[src/rtl/mem_stage_pkg.sv]
// Shared definitions for the memory stage:
// control-bit indices, size codes and FSM states.
package mem_stage_pkg;

  localparam int MEM_READ  = 0;
  localparam int MEM_WRITE = 1;
  localparam int SIZE_LO   = 2;

  localparam logic [1:0] SZ_WORD = 2'b00;
  localparam logic [1:0] SZ_HALF = 2'b01;
  localparam logic [1:0] SZ_BYTE = 2'b10;

  localparam int REG_WRITE  = 0;
  localparam int MEM_TO_REG = 1;

  typedef enum logic {
    ST_IDLE = 1'b0,
    ST_BUSY = 1'b1
  } state_e;

endpackage

[src/rtl/load_store_align.sv]
// Lane alignment for data memory: byte enables,
// store-data replication, load extraction with sign extension.
module load_store_align
  import mem_stage_pkg::*;
(
  input  logic [1:0]  size_i,
  input  logic [1:0]  lane_i,
  input  logic [31:0] st_data_i,
  input  logic [31:0] rd_data_i,
  output logic [3:0]  be_o,
  output logic [31:0] st_data_o,
  output logic [31:0] ld_data_o
);

  logic [7:0]  byte_sel;
  logic [15:0] half_sel;

  // Select the addressed lane; size 11 falls back to word.
  always_comb begin
    be_o      = 4'b1111;
    st_data_o = st_data_i;
    ld_data_o = rd_data_i;
    byte_sel  = rd_data_i[8*lane_i +: 8];
    half_sel  = lane_i[1] ? rd_data_i[31:16]
                          : rd_data_i[15:0];
    unique case (size_i)
      SZ_HALF: begin
        be_o      = lane_i[1] ? 4'b1100 : 4'b0011;
        st_data_o = {2{st_data_i[15:0]}};
        ld_data_o = {{16{half_sel[15]}}, half_sel};
      end
      SZ_BYTE: begin
        be_o      = 4'b0001 << lane_i;
        st_data_o = {4{st_data_i[7:0]}};
        ld_data_o = {{24{byte_sel[7]}}, byte_sel};
      end
      default: begin
        be_o      = 4'b1111;
        st_data_o = st_data_i;
        ld_data_o = rd_data_i;
      end
    endcase
  end

endmodule

[src/rtl/memory_access.sv]
// Pipeline memory stage: EX/MEM and MEM/WB registers,
// req/ack data-memory FSM and saturating stall counter.
module memory_access
  import mem_stage_pkg::*;
#(
  parameter int ADDR_W      = 10,
  parameter int STALL_CNT_W = 16
) (
  input  logic                   clk,
  input  logic                   reset,
  input  logic [1:0]             ex_wb_control,
  input  logic [3:0]             ex_mem_control,
  input  logic [31:0]            ex_alu_out,
  input  logic [31:0]            ex_data_write,
  input  logic [4:0]             ex_wb_register,
  output logic [31:0]            mem_alu_out,
  output logic [4:0]             mem_wb_register,
  output logic                   mem_reg_write,
  output logic                   mem_stall,
  output logic                   dmem_req,
  output logic                   dmem_we,
  output logic [ADDR_W-1:0]      dmem_addr,
  output logic [31:0]            dmem_wdata,
  output logic [3:0]             dmem_be,
  input  logic [31:0]            dmem_rdata,
  input  logic                   dmem_ack,
  output logic [1:0]             wb_control,
  output logic [31:0]            wb_read_data,
  output logic [31:0]            wb_alu_out,
  output logic [4:0]             wb_register,
  output logic [STALL_CNT_W-1:0] stall_cycles
);

  logic [1:0]  wbc_q;
  logic [3:0]  memc_q;
  logic [31:0] alu_q;
  logic [31:0] sd_q;
  logic [4:0]  rd_q;

  state_e state_q, state_d;
  logic   req, stall;

  logic [1:0]  mwb_ctrl_q;
  logic [31:0] mwb_rdata_q;
  logic [31:0] mwb_alu_q;
  logic [4:0]  mwb_reg_q;

  logic [STALL_CNT_W-1:0] cnt_q;

  logic [3:0]  be_raw;
  logic [31:0] ld_data;
  logic        is_load;
  logic        ex_is_mem;

  assign ex_is_mem = ex_mem_control[MEM_READ]
                   | ex_mem_control[MEM_WRITE];
  // Read+write together is treated as a store.
  assign is_load = memc_q[MEM_READ] & ~memc_q[MEM_WRITE];

  load_store_align u_align (
    .size_i    (memc_q[SIZE_LO+1:SIZE_LO]),
    .lane_i    (alu_q[1:0]),
    .st_data_i (sd_q),
    .rd_data_i (dmem_rdata),
    .be_o      (be_raw),
    .st_data_o (dmem_wdata),
    .ld_data_o (ld_data)
  );

  // EX/MEM register: capture unless the stage is stalled.
  always_ff @(posedge clk or posedge reset) begin
    if (reset) begin
      wbc_q  <= '0;
      memc_q <= '0;
      alu_q  <= '0;
      sd_q   <= '0;
      rd_q   <= '0;
    end else if (!stall) begin
      wbc_q  <= ex_wb_control;
      memc_q <= ex_mem_control;
      alu_q  <= ex_alu_out;
      sd_q   <= ex_data_write;
      rd_q   <= ex_wb_register;
    end
  end

  // FSM state register.
  always_ff @(posedge clk or posedge reset) begin
    if (reset) state_q <= ST_IDLE;
    else       state_q <= state_d;
  end

  // FSM next state; ack edge may chain straight into a new op.
  always_comb begin
    state_d = state_q;
    req     = 1'b0;
    stall   = 1'b0;
    unique case (state_q)
      ST_IDLE: begin
        if (ex_is_mem) state_d = ST_BUSY;
      end
      ST_BUSY: begin
        req   = 1'b1;
        stall = ~dmem_ack;
        if (dmem_ack)
          state_d = ex_is_mem ? ST_BUSY : ST_IDLE;
      end
      default: state_d = ST_IDLE;
    endcase
  end

  // MEM/WB register: bubble while stalled.
  always_ff @(posedge clk or posedge reset) begin
    if (reset) begin
      mwb_ctrl_q  <= '0;
      mwb_rdata_q <= '0;
      mwb_alu_q   <= '0;
      mwb_reg_q   <= '0;
    end else if (stall) begin
      mwb_ctrl_q  <= '0;
      mwb_rdata_q <= '0;
      mwb_alu_q   <= '0;
      mwb_reg_q   <= '0;
    end else begin
      mwb_ctrl_q  <= wbc_q;
      mwb_rdata_q <= is_load ? ld_data : 32'h0;
      mwb_alu_q   <= alu_q;
      mwb_reg_q   <= rd_q;
    end
  end

  // Saturating count of stalled cycles.
  always_ff @(posedge clk or posedge reset) begin
    if (reset)
      cnt_q <= '0;
    else if (stall && (cnt_q != '1))
      cnt_q <= cnt_q + STALL_CNT_W'(1);
  end

  assign mem_alu_out     = alu_q;
  assign mem_wb_register = rd_q;
  assign mem_reg_write   = wbc_q[REG_WRITE];
  assign mem_stall       = stall;
  assign dmem_req        = req;
  assign dmem_we         = memc_q[MEM_WRITE];
  assign dmem_addr       = alu_q[ADDR_W+1:2];
  assign dmem_be         = req ? be_raw : 4'b0000;
  assign wb_control      = mwb_ctrl_q;
  assign wb_read_data    = mwb_rdata_q;
  assign wb_alu_out      = mwb_alu_q;
  assign wb_register     = mwb_reg_q;
  assign stall_cycles    = cnt_q;

endmodule

[config.mk]
export PLATFORM = sky130hd
export DESIGN_NAME = memory_access
export DESIGN_NICKNAME = d
export VERILOG_FILES = /design/src/rtl/mem_stage_pkg.sv /design/src/rtl/load_store_align.sv /design/src/rtl/memory_access.sv
export SDC_FILE = /design/constraint.sdc
export NUM_CORES = 1
export LEC_CHECK = 0
export BUFFER_PORTS_ARGS = -buffer_cell sky130_fd_sc_hd__buf_2
export CAP_MARGIN = 20
export CORE_ASPECT_RATIO = 1.5
export CORE_UTILIZATION = 45
export CTS_CLUSTER_SIZE = 25
export DETAILED_ROUTE_END_ITERATION = 7
export PLACE_DENSITY = 0.75
export SLEW_MARGIN = 20
export SYNTH_ARGS = -nofsm -noshare
export SYNTH_HDL_FRONTEND = slang
export SYNTH_HIERARCHICAL = 1
export SYNTH_SLANG_ARGS = --single-unit
[constraint.sdc]
create_clock -name clk -period 9.7 [get_ports clk]
set_clock_uncertainty 0.05 [all_clocks]
set_input_delay 0.97 -clock clk [delete_from_list [all_inputs] [get_ports clk]]
set_output_delay 0.97 -clock clk [all_outputs]
set_load 0.05 [all_outputs]
; Yosys cells after proc, flatten, opt, wreduce, memory -nomap -nowiden
; Cells that the tools add are included.
[totals]
ff_bits = 163
wordCells = 39
input_bits = 110
[op_classes]
mux = 16
n_eq_ne = 3
addsub = 1
reduce_logical = 1
bitwise_logic = 5
shift = 2
[op_table]
columns = op, count
row1 = case mux 32 bit (2 select lines), 2
row2 = 2-to-1 mux 32 bit, 3
row3 = variable part select 32 x 6 -> 8 bit, 1
row4 = adder 16 x 1 -> 16 bit (second input constant), 1
row5 = 2-to-1 mux 16 bit, 1
row6 = inequality test 16 bit (second input constant), 1
row7 = 2-to-1 mux 4 bit, 2
row8 = case mux 4 bit (2 select lines), 1
row9 = 2-to-1 mux 5 bit, 1
row10 = 2-to-1 mux 1 bit, 4
row11 = << shifter 1 x 2 -> 4 bit (first input constant), 1
row12 = NOT 1 bit, 3
row13 = == test 2 x 1 -> 1 bit (second input constant), 1
row14 = == test 2 bit (second input constant), 1
row15 = 2-to-1 mux 2 bit, 1
row16 = case mux 1 bit (2 select lines), 1
row17 = AND 1 bit, 1
row18 = logical AND 1 bit, 1
row19 = bitwise OR 1 bit, 1

; Logic depth before layout (Yosys ltp)
; Gate-level depths: netlist (run 1).
[depth]
depth_word = 4
ltp_mapped = 9
ltp_nobuf = 7

; By module
; The synthesis (run 1) kept the hierarchy.
[by_module_without_submodules]
columns = module, n_inst, cells_each, area_per_inst_um2
row1 = memory_access, 1, 566, 6028.3
row2 = load_store_align, 1, 208, 1188.6

; Least setup slack after synthesis (run 1)
; Ideal clock, no wire load.
[synth_timing]
kind = reg-to-output
start = reg memc_q[3]
end = out dmem_wdata[24]
arrival_ns = 2.239
path_slack_ns = 6.441
required_ns = 8.680
n_path_buf = 2
stages_incl_launch_ff = 7
path_cell_list = dfrtp_1 inv_1 ha_1 buf_2 buf_2 a22oi_1 o21ai_0
[synth_between]
elab_chain_cells = 2
word_cells_on_any_way = 3
[synth_lines]
columns = item, line_no
row1 = start: declaration, memory_access.sv:35  ; logic [3:0] memc_q;
row2 = start signal: assignment, memory_access.sv:80  ; memc_q <= ex_mem_control;
row3 = == test 2 bit or == test 2 x 1 -> 1 bit (tied branches), load_store_align.sv:26  ; unique case (size_i)
row4 = case mux 32 bit (2 select lines) *, load_store_align.sv:26
row5 = end: declaration, memory_access.sv:23  ; output logic [31:0] dmem_wdata,
; Mark *: on every way between the ends. The rest lies on a longest branch, timed or not.

; Final worst setup path (run 1)
[layout_timing]
start = reg memc_q[2]
end = out dmem_wdata[15]
; The elaborated chain is that of the path after synthesis.

==> results of run 1 <==
[kinds of logic (layout without fill, tap and decap cells)]
| logic type | Yosys count | in the layout | synth area share (%) |
|---|---|---|---|
| xor+xnor | 11 | 11 | 1.33 |
| compound gates | 102 | 102 | 9.73 |
| mux | 3 | 3 | 0.433 |
| simple gates | 403 | 403 | 25.4 |
| buf+inv | 88 | 344 | 5.93 |
| other cells | 0 | 2 | 0 |
| flops | 163 | 163 | 56.5 |
| fa+ha+maj | 4 | 4 | 0.694 |
[through the flow]
stage / hold WS (ns) / power, mW
finish: 0.412 / 2.13
detailed placement: 0.400 / 1.46
global placement: 0.391 / 1.45
floorplan: 0.379 / 1.30
CTS: 0.415 / 2.16
global route: 0.438 / 2.23
[worst min-delay path, delay by kind of cell, from the launching register on]
family / cells / cell delay [ns]
flops: 1 / 0.34
simple gates: 2 / 0.10
[flip-flops by register name, indices dropped and copies added, names as in the netlist]
| register | flops |
|---|---|
| memc_q | 4 |
| stall_cycles | 16 |
| sd_q | 32 |
| wb_alu_out | 32 |
| wbc_q | 2 |
| wb_read_data | 32 |
| state_q | 1 |
| mem_alu_out | 32 |
| wb_register | 5 |
| wb_control | 2 |
| mem_wb_register | 5 |
[power breakdown]
group	total (mW)	switching [mW]	internal [mW]	leakage [nW]
Clock	0.691	0.299	0.393	0.302
Combinational	0.637	0.479	0.158	2.74
Sequential	0.805	0.0586	0.747	2.06
Total	2.13	0.836	1.30	5.10
[layout make-up]
cell class | instances | area, µm² | area share [%]
repair buffers | 288 | 1450 | 15.8
clock buffers | 17 | 425 | 4.61
inverters | 24 | 95.1 | 1.03
flip-flops and latches | 163 | 4080 | 44.2
clock inverters | 15 | 188 | 2.04
diodes | 2 | 5.00 | 0.0543
multi-input cells | 523 | 2720 | 29.5
well taps | 203 | 254 | 2.75
[cell usage in the layout (no fill, tap or decap), drive strengths merged, types with 3 or more instances in the layout]
cell type,n
and4,3
nand4,6
inv,33
a31oi,9
or2,3
a22o,9
clkbuf,17
dfrtp,163
buf,288
ha,4
nand2,277
a21oi,26
o21ai,21
a22oi,8
nor3,3
clkinv,4
o2111ai,3
and3,3
nand3,8
nand2b,11
nor2b,4
xnor2,11
a21o,5
o211ai,3
and2,78
a221o,8
o2bb2ai,7
[per-layer routing]
layer	vias to the layer above	track usage, %
li1	2967	-
met1	2865	26.5
met2	273	38.1
met3	43	6.25
met4	0	12.1
met5	-	0
[worst paths after layout]
kind | depth (start not counted) | end | slack (ns) | start
max | 6 | dmem_wdata[15] | 6.09 | memc_q[2]
min reg2reg | 2 | memc_q[0] | 0.41 | memc_q[0]
min | 2 | memc_q[0] | 0.41 | memc_q[0]
max in group asynchronous | 3 | mem_alu_out[1] | 7.51 | reset
min in group asynchronous | 2 | wb_read_data[6] | 0.64 | reset
max reg2reg | 7 | wb_read_data[7] | 7.25 | memc_q[2]
==> impl_metrics.json, run 1 <==
{
  "cts_buffers": 17,
  "cts_post_setup_buffers_inserted": 0,
  "synthesis.area_per_instance_um2": 9.32,
  "synth-edff-count": 0,
  "detail_route_antenna_nets": 0,
  "num-fill-cells": 1423,
  "path_class": "flop to output pin",
  "buffer_depth_of_the_longest_clock_path": 2,
  "finish.utilization_pct": 59.0,
  "worst_ep_required_ns": 8.68,
  "num-nets-final": 1131,
  "tritoncts": "yes",
  "finalInstanceArea_um2": 9220,
  "critPathMaxFanout": 74,
  "firstDrtPassIters": 5,
  "finalNonFillerCells": 1235,
  "wire_per_inst_um": 15.5,
  "net_count_after_synthesis": 888,
  "top_cells_by_area_in_the_synthesized_netlist": "sky130_fd_sc_hd__dfrtp_1 57%, sky130_fd_sc_hd__nand2_1 14%, sky130_fd_sc_hd__and2_1 6.8%, sky130_fd_sc_hd__buf_4 1.9%, sky130_fd_sc_hd__a21oi_1 1.8%",
  "detailroute.wirelength.met2_um": 9580,
  "place.port_buffers": 283,
  "critPathMaxStageDelay_ns": 0.56,
  "worstPathBufferInverterCount": 3,
  "synth.top_cell.area_share_pct": 56.5,
  "max_slew.worst_pin.slew_ns": 0.959,
  "row_count": 56,
  "floorplan.initialDensity_pct": 46.2,
  "grt_antenna_before_repair": 2,
  "postCtsResizedCells": 0,
  "gr-total-overflow": 0,
  "routedLengthMet1_um": 7330,
  "synth_most_common_cell": "sky130_fd_sc_hd__nand2_1",
  "outcome": "finished clean",
  "critical_path.top_delay_family": "buffers and inverters",
  "asyncSetResetFlopFracSynth_pct": 100,
  "dp.cells": 1201,
  "design.core.area_um2": 15600,
  "max-slew-margin-rel_pct": 36.1,
  "timing.critical_path.from_type": "flop",
  "period_minus_slack_ns": 3.61,
  "ys.warnings.count": 6,
  "dr_wl_met3_um": 1460,
  "drt_wl_total_um": 19100,
  "pwr_density_cell_nw_per_um2": 231,
  "cp_slowest_cell": "sky130_fd_sc_hd__nor2b_1",
  "area_growth_pct": 27.8,
  "grt_pass1_wl_um": 28900,
  "numClockSinks": 163,
  "cts.hold.buffers_added": 0,
  "timing.max_cap.violations": 0,
  "timing.final.max_slew_violations": 0,
  "viasPerCell": 4.98,
  "cellLeakagePower_nw": 5.10,
  "highest_layer": "met4",
  "grt_pass1_vias": 5587,
  "grt_setup_unrepaired": "no",
  "cts_htree_levels": 4,
  "achievable_freq_mhz": 277,
  "post_synth_inst_count": 774,
  "num_vias": 6148,
  "drive_gt1_share_pct": 32.6,
  "setup_violations": 0,
  "post-place-ws_ns": 6.55,
  "drc": 0,
  "cp_data_arrival_time_ns": 2.59,
  "max-vdd-ir-drop_mv": 0.156,
  "dieHeight_um": 157,
  "synth.largest_area_cell": "sky130_fd_sc_hd__dfrtp_1",
  "num_io_pins": 284,
  "final.period_utilization_pct": 37.2,
  "largest_net_degree_at_the_start_of_global_routing": 103,
  "min_path_type": "flop to flop",
  "gp_congestion": 0.908,
  "die_w_um": 105,
  "detailed_place_hpwl_um": 13400,
  "ys_top_cells_by_count": "277 x sky130_fd_sc_hd__nand2_1, 163 x sky130_fd_sc_hd__dfrtp_1, 78 x sky130_fd_sc_hd__and2_1",
  "ys_ff_latch": 163,
  "worst_skew_pair_later_pin_latency_ns": 0.41,
  "timing.final.ws_setup_ns": 6.09,
  "initialDrtViolationCount": 314,
  "global_route.usage.total_pct": 22.7,
  "synth_top_flop_cell": "sky130_fd_sc_hd__dfrtp_1",
  "critical_path.cell_chain": "inv_1 -> ha_2 -> buf_4 -> nor2b_1 -> a22o_1 -> buf_2",
  "seq_area_frac_synth_pct": 56.5,
  "final-hold-violation-count": 0,
  "worst_setup_end_kind": "output pin",
  "ys_types": 45,
  "placed_cell_area_um2": 8600,
  "worst_setup_hold_path_clk_slew_ns": 0.07,
  "cts_root_buf": "sky130_fd_sc_hd__clkbuf_16",
  "dieArea_um2": 16600,
  "post_synth_instance_area_um2": 7220,
  "fin_tns_setup_ns": 0
}
Note: power is estimated with default switching activity, not from simulation.
==> run 2, diff against run 1 <==
==> constraint.sdc (replaced) <==
create_clock -name clk -period 3.4 [get_ports clk]
set_clock_uncertainty 0.05 [all_clocks]
set_input_delay 0.34 -clock clk [delete_from_list [all_inputs] [get_ports clk]]
set_output_delay 0.34 -clock clk [all_outputs]
set_load 0.05 [all_outputs]
==> run 2 against run 1 <==
Net effect:
- final area up 0.30%
- via count increased by 2.0%
- die area unchanged
- flip-flop and latch count unchanged
- total power increased to 2.8 times the previous value
- non-clock buffer count grew 3
- sequential share of layout area decreased by 0.13 points
- global-route usage up 1.2 points
- sequential power grew to 2.8 times the previous value
- hold slack worse by 0.35 ns
- worst setup slack worse by 5.6 ns
- critical path depth is the same
- critical path type unchanged
- highest routed layer is now met5
==> impl_metrics.json, run 2 (synthesis gave the netlist of run 1 again) <==
{
  "rr_worst_depth": 7,
  "fin_tns_setup_ns": 0,
  "highest_layer": "met5",
  "finalNonFillerCells": 1240,
  "worstReg2RegStart": "memc_q[2]",
  "worst_setup_hold_path_clk_slew_ns": 0.07,
  "worst_ep_required_ns": 3.01,
  "cts_post_setup_buffers_inserted": 0,
  "critical_path.top_delay_family": "adder cells",
  "mostFrequentLayoutCells": "283 x sky130_fd_sc_hd__buf_2, 277 x sky130_fd_sc_hd__nand2_1, 163 x sky130_fd_sc_hd__dfrtp_1, 78 x sky130_fd_sc_hd__and2_1, 26 x sky130_fd_sc_hd__a21oi_1",
  "tritoncts": "yes",
  "period_minus_slack_ns": 2.89,
  "layout.area.seq_um2": 4080,
  "grt_pass1_wl_um": 30400,
  "design.core.area_um2": 15600,
  "layout.cells.most_common": "sky130_fd_sc_hd__buf_2",
  "cellLeakagePower_nw": 5.09,
  "total_power_mw": 6.05,
  "timing.final.max_slew_violations": 0,
  "dieArea_um2": 16600,
  "wire_per_inst_um": 15.8,
  "row_count": 56,
  "viasPerCell": 5.06,
  "worst_skew_pair_later_pin_latency_ns": 0.42,
  "critPathMaxStageDelay_ns": 0.75,
  "drive_gt1_share_pct": 32.7,
  "floorplan.initialDensity_pct": 46.2,
  "detailed_place_hpwl_um": 13800,
  "postCtsResizedCells": 0,
  "min_path_type": "input pin to flop",
  "crit_end": "dmem_be[1]",
  "global_route.usage.total_pct": 23.9,
  "worstReg2RegEnd": "wb_read_data[4]",
  "path_class": "flop to output pin",
  "detail_route_antenna_nets": 0,
  "critical_path.cell_chain": "inv_1 -> ha_2 -> buf_4 -> a21o_1 -> and2_1 -> buf_2",
  "drt_wl_total_um": 19600,
  "max_slew.worst_pin.slew_ns": 0.847,
  "grt_antenna_before_repair": 5,
  "achievable_freq_mhz": 347,
  "num_vias": 6272,
  "detailroute.wirelength.met2_um": 10000,
  "gr-total-overflow": 0,
  "cp_data_arrival_time_ns": 2.50,
  "die_w_um": 105,
  "largest_net_degree_at_the_start_of_global_routing": 164,
  "cts_buffers": 17,
  "timing.critical_path.from_type": "flop",
  "drc": 0,
  "buffer_depth_of_the_longest_clock_path": 2,
  "timing.max_cap.violations": 0,
  "firstDrtPassIters": 7,
  "critPathMaxFanout": 43,
  "numClockSinks": 163,
  "routedLengthMet1_um": 7220,
  "cp_slowest_cell": "sky130_fd_sc_hd__ha_2",
  "cts.hold.buffers_added": 0,
  "cts_htree_levels": 4,
  "max-vdd-ir-drop_mv": 0.389,
  "dr_wl_met3_um": 1600,
  "gp_congestion": 0.925,
  "setup_violations": 0,
  "num-fill-cells": 1406,
  "outcome": "finished clean",
  "num-nets-final": 1134,
  "final-hold-violation-count": 0,
  "grt_pass1_vias": 5917,
  "final.period_utilization_pct": 84.9,
  "max-slew-margin-rel_pct": 43.5,
  "rrSetupSlack_ns": 0.92,
  "area_growth_pct": 28.1,
  "grt_setup_unrepaired": "no",
  "dieHeight_um": 157,
  "initialDrtViolationCount": 342,
  "num_io_pins": 284,
  "pwr_density_cell_nw_per_um2": 654,
  "critPathLaunch": "memc_q[2]",
  "crit_path_depth": 6,
  "cts_root_buf": "sky130_fd_sc_hd__clkbuf_16",
  "worst_setup_end_kind": "output pin",
  "place.port_buffers": 283,
  "dp.cells": 1204,
  "worstPathBufferInverterCount": 3,
  "multiInputGateArea_um2": 2720
}
==> run 2: worst register-to-register path: stages (launching register included) <==
cell and delay (ns):
sky130_fd_sc_hd__dfrtp_1 0.37, sky130_fd_sc_hd__inv_1 0.07, sky130_fd_sc_hd__ha_2 0.75, sky130_fd_sc_hd__buf_4 0.38, sky130_fd_sc_hd__buf_4 0.25, sky130_fd_sc_hd__a21o_1 0.27
sky130_fd_sc_hd__o2bb2ai_1 0.15, sky130_fd_sc_hd__and2_1 0.14
==> run 2: area by class of cell <==
class / instances / area share (%)
multi-input combinational: 523 / 29.4
inverter: 24 / 1.01
tap: 203 / 2.75
timing repair buffer: 291 / 16.2
antenna: 4 / 0.108
clock buffer: 18 / 4.64
clock inverter: 14 / 1.73
sequential: 163 / 44.1
==> run 2: metrics by stage <==
step | hold slack [ns] | utilization (%) | worst slack [ns] | area [µm²]
final | 0.0582 | 59.2 | 0.514 | 9250
after floorplan | 0.379 | - | 0.771 | 7220
after global routing | 0.0462 | 59.1 | 0.364 | 9240
after global placement | 0.392 | 55.3 | 0.994 | 8650
after CTS | 0.0411 | 59.1 | 0.506 | 9240
after detailed placement | 0.402 | 55.3 | 0.957 | 8650
==> run 2: how the worst min path moves through the flow <==
stage / endpoint / slack, ns / cells after the start / startpoint
after floorplan: memc_q[0] / 0.38 / 2 / memc_q[0]
after global placement: memc_q[0] / 0.39 / 2 / memc_q[0]
after detailed placement: wbc_q[1] / 0.40 / 2 / wbc_q[1]
after CTS: mem_alu_out[11] / 0.04 / 3 / ex_alu_out[11]
after global routing: mem_alu_out[29] / 0.05 / 3 / ex_alu_out[29]
final: mem_alu_out[30] / 0.06 / 3 / ex_alu_out[30]
==> run 2: routing by layer <==
metal,vias to the layer above,global-route usage (%)
li1,2967,-
met4,2,12.9
met5,-,0
met3,46,7.00
met1,2951,27.0
met2,306,40.8
==> run 2: where the power goes <==
part / switching, mW / leakage, nW / internal (mW) / total [mW]
clock network: 0.865 / 0.278 / 1.05 / 1.91
logic: 1.38 / 2.75 / 0.462 / 1.85
registers: 0.160 / 2.06 / 2.13 / 2.29
